**src/rtl/vga_frame_reader.sv**
```systemverilog
// VGA raster timing plus RGB444 frame-buffer streaming from a 1-cycle-latency synchronous RAM.
// rd_addr/rd_en describe the current counter position; video outputs trail it by exactly two clocks.
module vga_frame_reader #(
    parameter int H_ACTIVE = 640,
    parameter int H_FP     = 16,
    parameter int H_SYNC   = 96,
    parameter int H_BP     = 48,
    parameter int V_ACTIVE = 480,
    parameter int V_FP     = 10,
    parameter int V_SYNC   = 2,
    parameter int V_BP     = 33,
    parameter int IMG_W    = 640,
    parameter int IMG_H    = 480
) (
    input  logic        clk,
    input  logic        rst,
    input  logic        disp_en,
    output logic [18:0] rd_addr,
    output logic        rd_en,
    input  logic [11:0] rd_data,
    output logic        hsync,
    output logic        vsync,
    output logic        de,
    output logic [3:0]  vga_r,
    output logic [3:0]  vga_g,
    output logic [3:0]  vga_b,
    output logic        frame_start
);
    localparam int H_TOTAL = H_ACTIVE + H_FP + H_SYNC + H_BP;
    localparam int V_TOTAL = V_ACTIVE + V_FP + V_SYNC + V_BP;
    localparam int HW      = $clog2(H_TOTAL);
    localparam int VW      = $clog2(V_TOTAL);

    localparam logic [HW-1:0] H_LAST   = HW'(H_TOTAL - 1);
    localparam logic [HW-1:0] H_ACT    = HW'(H_ACTIVE);
    localparam logic [HW-1:0] H_IMG    = HW'(IMG_W);
    localparam logic [HW-1:0] HS_FIRST = HW'(H_ACTIVE + H_FP);
    localparam logic [HW-1:0] HS_LAST  = HW'(H_ACTIVE + H_FP + H_SYNC - 1);
    localparam logic [VW-1:0] V_LAST   = VW'(V_TOTAL - 1);
    localparam logic [VW-1:0] V_ACT    = VW'(V_ACTIVE);
    localparam logic [VW-1:0] V_IMG    = VW'(IMG_H);
    localparam logic [VW-1:0] VS_FIRST = VW'(V_ACTIVE + V_FP);
    localparam logic [VW-1:0] VS_LAST  = VW'(V_ACTIVE + V_FP + V_SYNC - 1);

    logic [HW-1:0] r_h_cnt, w_h_next;
    logic [VW-1:0] r_v_cnt, w_v_next;
    logic [18:0]   r_addr, w_addr_next;
    logic          r_rd_en;
    logic          w_in_img, w_in_img_next;
    logic          w_de_pos, w_hs_pos, w_vs_pos, w_fs_pos;

    logic          r_img_d1, r_en_d1, r_de_d1, r_hs_d1, r_vs_d1, r_fs_d1;
    logic          r_de, r_hs, r_vs, r_fs;
    logic [11:0]   r_rgb;

    function automatic logic f_in_img(input logic [HW-1:0] h, input logic [VW-1:0] v);
        return (h < H_IMG) && (v < V_IMG) && (h < H_ACT) && (v < V_ACT);
    endfunction

    always_comb begin
        w_h_next = r_h_cnt + HW'(1);
        w_v_next = r_v_cnt;
        if (r_h_cnt == H_LAST) begin
            w_h_next = '0;
            w_v_next = (r_v_cnt == V_LAST) ? '0 : r_v_cnt + VW'(1);
        end
    end

    assign w_in_img      = f_in_img(r_h_cnt, r_v_cnt);
    assign w_in_img_next = f_in_img(w_h_next, w_v_next);
    assign w_de_pos      = (r_h_cnt < H_ACT) && (r_v_cnt < V_ACT);
    assign w_hs_pos      = (r_h_cnt >= HS_FIRST) && (r_h_cnt <= HS_LAST);
    assign w_vs_pos      = (r_v_cnt >= VS_FIRST) && (r_v_cnt <= VS_LAST);
    assign w_fs_pos      = (r_h_cnt == '0) && (r_v_cnt == '0);

    // The address register always holds the last in-image address, so a new line simply continues +1.
    always_comb begin
        w_addr_next = r_addr;
        if ((w_h_next == '0) && (w_v_next == '0)) begin
            w_addr_next = '0;
        end else if (w_in_img_next) begin
            w_addr_next = r_addr + 19'd1;
        end
    end

    always_ff @(posedge clk or negedge rst) begin
        if (!rst) begin
            r_h_cnt <= '0;
            r_v_cnt <= '0;
            r_addr  <= '0;
            r_rd_en <= 1'b0;
        end else begin
            r_h_cnt <= w_h_next;
            r_v_cnt <= w_v_next;
            r_addr  <= w_addr_next;
            r_rd_en <= w_in_img_next;
        end
    end

    // Stage 1 waits alongside the RAM read; stage 2 registers everything together.
    always_ff @(posedge clk or negedge rst) begin
        if (!rst) begin
            r_img_d1 <= 1'b0;
            r_en_d1  <= 1'b0;
            r_de_d1  <= 1'b0;
            r_hs_d1  <= 1'b1;
            r_vs_d1  <= 1'b1;
            r_fs_d1  <= 1'b0;
            r_de     <= 1'b0;
            r_hs     <= 1'b1;
            r_vs     <= 1'b1;
            r_fs     <= 1'b0;
            r_rgb    <= 12'h000;
        end else begin
            r_img_d1 <= w_in_img;
            r_en_d1  <= disp_en;
            r_de_d1  <= w_de_pos;
            r_hs_d1  <= ~w_hs_pos;
            r_vs_d1  <= ~w_vs_pos;
            r_fs_d1  <= w_fs_pos;
            r_de     <= r_de_d1;
            r_hs     <= r_hs_d1;
            r_vs     <= r_vs_d1;
            r_fs     <= r_fs_d1;
            r_rgb    <= (r_img_d1 && r_en_d1) ? rd_data : 12'h000;
        end
    end

    assign rd_addr     = r_addr;
    assign rd_en       = r_rd_en;
    assign hsync       = r_hs;
    assign vsync       = r_vs;
    assign de          = r_de;
    assign frame_start = r_fs;
    assign vga_r       = r_rgb[11:8];
    assign vga_g       = r_rgb[7:4];
    assign vga_b       = r_rgb[3:0];
endmodule

```
**config.mk**
```make
export PLATFORM = sky130hd
export DESIGN_NAME = vga_frame_reader
export DESIGN_NICKNAME = d
export VERILOG_FILES = /design/src/rtl/vga_frame_reader.sv
export SDC_FILE = /design/constraint.sdc
export NUM_CORES = 1
export LEC_CHECK = 0
export ABC_AREA = 1
export CAP_MARGIN = 30
export CORE_MARGIN = 3
export CORE_UTILIZATION = 49
export CTS_CLUSTER_SIZE = 25
export DETAILED_ROUTE_END_ITERATION = 7
export PLACE_DENSITY = 0.76
export SLEW_MARGIN = 20
export SYNTH_ARGS = -nofsm -noshare
export SYNTH_HDL_FRONTEND = slang
export SYNTH_SLANG_ARGS = --single-unit
```
**constraint.sdc**
```tcl
create_clock -name clk -period 2.1 [get_ports clk]
set_input_delay 0.525 -clock clk [delete_from_list [all_inputs] [get_ports clk]]
set_output_delay 0.525 -clock clk [all_outputs]
set_load 0.01 [all_outputs]
```
# Yosys cells after proc, flatten, opt, wreduce, memory -nomap -nowiden
# Cells that the tools add are included.
[word_totals]
n_memories = 0
input_bits = 15
latch_bits = 0
ff_bits = 62
ram_bits = 0
romBits = 0
word_cells = 52
out_inout_bits = 36
[classes]
magnitude_cmp = 8
mux = 6
n_eq_ne = 2
n_shift = 0
n_reduce_logical = 16
n_mul = 0
n_bitwise = 2
n_addsub = 3
div = 0
[ops]
columns = ["op", "count"]
rows = [
  ["zero test 10 bit", 4],
  ["2-to-1 mux 19 bit", 2],
  ["2-to-1 mux 10 bit", 3],
  ["adder 10 x 1 -> 10 bit (second input constant)", 2],
  ["== test 10 bit (second input constant)", 2],
  ["less-than comparator 10 bit (second input constant)", 2],
  ["less-than comparator 10 x 9 -> 1 bit (second input constant)", 2],
  ["adder 19 x 1 -> 19 bit (second input constant)", 1],
  ["2-to-1 mux 12 bit", 1],
  ["logical AND 1 bit", 11],
  [">= comparator 10 bit (second input constant)", 1],
  [">= comparator 10 x 9 -> 1 bit (second input constant)", 1],
  ["less-or-equal comparator 10 bit (second input constant)", 1],
  ["less-or-equal comparator 10 x 9 -> 1 bit (second input constant)", 1],
  ["inverter 1 bit", 2],
  ["nonzero test 2 bit", 1],
]

# Longest topological paths before layout
[logic_depth]
ltp_word = 9
ltp_mapped = 15
ltp_nobuf = 14

# Worst setup path after synthesis
# No wires, ideal clock.
[synth_path]
kind = "register to register"
from = "register r_h_cnt[0]"
to = "register r_addr[10], in the netlist rd_addr[10]"
path_stages_with_launch = 15
path_slack_ps = 114
setup_time_ps = 123
arrival_ps = 1863
cell_sequence = "dfrtp_1 ha_1 nand2_2 nor2_4 nand2_2 nor2_4 buf_6 nand3_2 nand2_2 nand3_1 nor2_1 nand2_2 buf_6 nand2_1 nor2_2"
[synth_between]
elab_chain_len = 7
elab_cells_between_ends = 14
cone_classes = "add/sub: 1; order compare: 2; eq/ne: 1; mux: 3; reduce/logical: 7"
[synth_rtl]
columns = ["element", "line_no", "rtl"]
rows = [
  ["from (decl)", "45", "logic [HW-1:0] r_h_cnt, w_h_next;"],
  ["from (signal assigned)", "93", "r_h_cnt <= w_h_next;"],
  ["adder 10 x 1 -> 10 bit / == test 10 bit (equally long branches)", "61, 63", ""],
  ["2-to-1 mux 10 bit", "63", "if (r_h_cnt == H_LAST) begin"],
  ["less-than comparator 10 bit / less-than comparator 10 x 9 -> 1 bit (equally long branches)", "57", "return (h < H_IMG) && (v < V_IMG) && (h < H_ACT) && (v < V_ACT);"],
  ["logical AND 1 bit (3 in series)", "57", ""],
  ["nonzero test 2 bit (no source line)", "--", ""],
  ["to (signal assigned)", "95", "r_addr <= w_addr_next;"],
  ["to (decl)", "47", "logic [18:0] r_addr, w_addr_next;"],
]
# Several ways; a longest one is shown, not always the timed one.
# A chain may end at the register's enable or synchronous reset.

# Worst setup path in the final report
[layout_path]
from = "register r_h_cnt[1]"
to = "register r_addr[10], in the netlist rd_addr[10]"
# The elaborated chain is that of the path after synthesis.

==> flow_summary.toml <==
[status]
run_status = "complete, no violations"

[yosys]
yosys-top-cells-count = "nand2_1 (112), inv_1 (85), nor2_1 (71)"
synthFlopType = "dfrtp_1"
synth.most_common_cell = "nand2_1"
ys_seq_area_frac = 0.449
yosys.area.top_type = "dfrtp_1"
async_flop_share = 1.00
synth_area_um2 = 3410
ys_top_cells_by_area = "dfrtp_1 (42%), nand2_1 (12%), inv_1 (9.4%), nor2_1 (7.8%), nand3_1 (5.1%)"
synth_edf_count = 0
syn-instance-count = 454
ys_types = 26
ys_seq_elements = 61
synth_warnings = 0
syn_nets = 475
syn_area_per_cell_um2 = 7.51
yosysTopAreaCellShare = 0.418

[floorplanning]
die_w_um = 89.4
num_rows = 29
die_area_um2 = 8000
ios = 51
start_util = 0.522
dieHeight_um = 89.4
core_um2 = 6530

[cts]
insertion_delay_ns = 0.34
cts_tree = "yes"
root_buffer = "clkbuf_8"
cts.path.max_buffers = 2
ctsHoldBuffers = 0
h-tree-depth = 3
clkTransAtPathRegs_ns = 0.07
clock_sinks = 61
cts_made_buffers = 9

[route]
drtIter0Drc = 170
post_drt_wl_per_cell_um = 12.8
ant_nets = 0
avgViaCountPerCell = 5.07
routed_wl_um = 7990
vias = 3158
drtPass1Iterations = 4
drc = 0

[worst_setup_path]
startpoint_type = "flop"
cp.required_ns = 2.33
critPathArrivalTime_ns = 2.32
worst-r2r-cell-count = 13
crit_buf_inv = 1
worstReg2RegStart = "r_h_cnt[1]"
cpMostUsedCell = "nor2_4"
slowest_delay_ns = 0.40
r2r_slack_ns = 0.009
reg2reg_to = "rd_addr[10]"
path_cells = "ha_4 > nand2_4 > nor2_4 > nand2_2 > nor2_4 > buf_6 > nand2_1 > nand3_2 > nand3_1 > nor2_4 > nand2_4 > nand2_1 > nor2_2"
cp_top_family = "simple AND/OR/NAND/NOR gates"
crit_type = "flop to flop"
path_max_fanout = 8
end_kind = "flop"
cpMaxStageDelayCell = "dfrtp_1"

[final_layout]
n_antenna_cell = 0
fillCellCount = 509
layout.nets = 562
syn_to_final_growth_pct = 35.1
drive_gt1_frac = 0.223
final_cells = 623

[pwr]
clkPwrFrac = 0.499
power_density_nw_per_um2 = 556
p_total_uw = 2560
power_leakage_uw = 0.00239
ir_drop_mv = 0.335
power_switching_uw = 535
swShare = 0.209
power_frac_seq = 0.465
internal_power_uw = 2030
combPwrFrac = 0.037

[timing]
clock_skew_ns = 0.0107
hold_violations = 0
maxSlewViolCount = 0
holdWs_ns = 0.129
min_period_over_period = 0.996
period_needed_ns = 2.09
timing.final.ws_setup_ns = 0.00876
relSlewSlack = 0.687
max_freq_mhz = 478
finalSetupTns_ns = 0
rsz0062_at_grt = "yes"
tightest_slew_ns = 0.470
setup_viol = 0

[grt]
grt_pass1_wl_um = 13200
antenna_found_initial = 0
grt_overflow_total = 0
grt_use_total = 0.215
grt_max_degree = 43
first_global_vias = 2970

[hold_path]
hp-class = "primary input to asynchronous set/reset pin"

[placement]
io_buffers = 50
dp_hpwl_um = 5660
gp_congestion = 0.909
dp_slack_ns = -0.0840
dp_cells = 594

[run]
max_cap_violations = 0
logic make-up after synthesis:
| group | Yosys count | share of synthesized area |
|---|---|---|
| AND/OR/NAND/NOR | 285 | 0.394 |
| buffers and inverters | 93 | 0.120 |
| flip-flops | 61 | 0.449 |
| AO/OA/AOI/OAI | 8 | 0.0125 |
| adder cells (fa/ha/maj) | 6 | 0.0220 |
| XOR/XNOR | 1 | 0.00257 |
layer usage:
layer	routed length [um]	global-route usage
met2	3940	0.359
met1	3390	0.272
met5	0	0
met4	121	0.0825
met3	527	0.0488
per-stage QoR:
step / cell area (um^2) / util
after floorplan: 3410 / -
after global placement: 4120 / 0.630
after detailed placement: 4120 / 0.630
after CTS: 4470 / 0.685
after global routing: 4610 / 0.705
final: 4610 / 0.705
power groups by stage:
stage | Clock (uW) | Sequential [uW] | Combinational [uW]
CTS | 1310 | 1190 | 96.7
global route | 1360 | 1190 | 106
detailed placement | 0 | 1210 | 96.5
finish | 1280 | 1190 | 94.1
global placement | 0 | 1210 | 95.5
floorplan | 0 | 1220 | 11.6
worst max path at each step:
stage	start	endpoint	slack (ns)	depth (start not counted)
after floorplan	r_h_cnt[0]	rd_addr[10]	0.11	14
after global placement	r_h_cnt[0]	rd_addr[10]	0.02	13
after detailed placement	r_h_cnt[0]	rd_addr[13]	-0.08	13
after CTS	r_h_cnt[0]	rd_addr[10]	0.02	16
after global routing	r_h_cnt[1]	rd_addr[1]	-0.14	14
final	r_h_cnt[1]	rd_addr[10]	0.009	13
worst register-to-register path, stage by stage (launching register included):
cell and delay (ns):
dfrtp_1 0.40, ha_4 0.18, nand2_4 0.07, nor2_4 0.11
nand2_2 0.07, nor2_4 0.18, buf_6 0.15, nand2_1 0.09
nand3_2 0.12, nand3_1 0.12, nor2_4 0.22, nand2_4 0.14
nand2_1 0.12, nor2_2 0.03
sequential cells by signal, summed over array words and instances, names as in the netlist, 10 cells and up:
name / cells
r_h_cnt: 10
r_v_cnt: 10
r_rgb: 12
rd_addr: 19
placed cells by master (no fill, tap or decap), types with 2 or more instances in the layout:
master           instances
buf_12                   4
buf_4                   26
buf_6                    2
bufinv_16                3
clkbuf_8                 9
clkdlybuf4s50_1         49
dfrtp_1                 57
dfstp_2                  4
ha_1                     5
inv_1                   85
nand2_1                100
nand2_2                 19
nand2_4                  5
nand3_1                 27
nand3_2                 24
nand4_1                  9
nor2_1                  67
nor2_2                  12
nor2_4                   6
nor3_1                  12
nor4_1                   2
o21ai_0                  5
layout make-up:
| cell class | instances | area, um^2 | share of cell area |
|---|---|---|---|
| multi-input combinational | 301 | 1620 | 0.351 |
| tap | 77 | 96.3 | 0.0209 |
| clock inverter | 6 | 111 | 0.0242 |
| clock buffer | 10 | 128 | 0.0277 |
| timing repair buffer | 82 | 793 | 0.172 |
| sequential | 61 | 1530 | 0.333 |
| inverter | 86 | 328 | 0.0712 |
what timing repair did:
action                     CTS  global route
pin swaps                    2             9
setup buffers                5             6
gates resized for setup     16            24
hold endpoints to repair     0             0
setup endpoints to repair   16            20
cloned                       2             0
(Power assumes the default switching activity.)
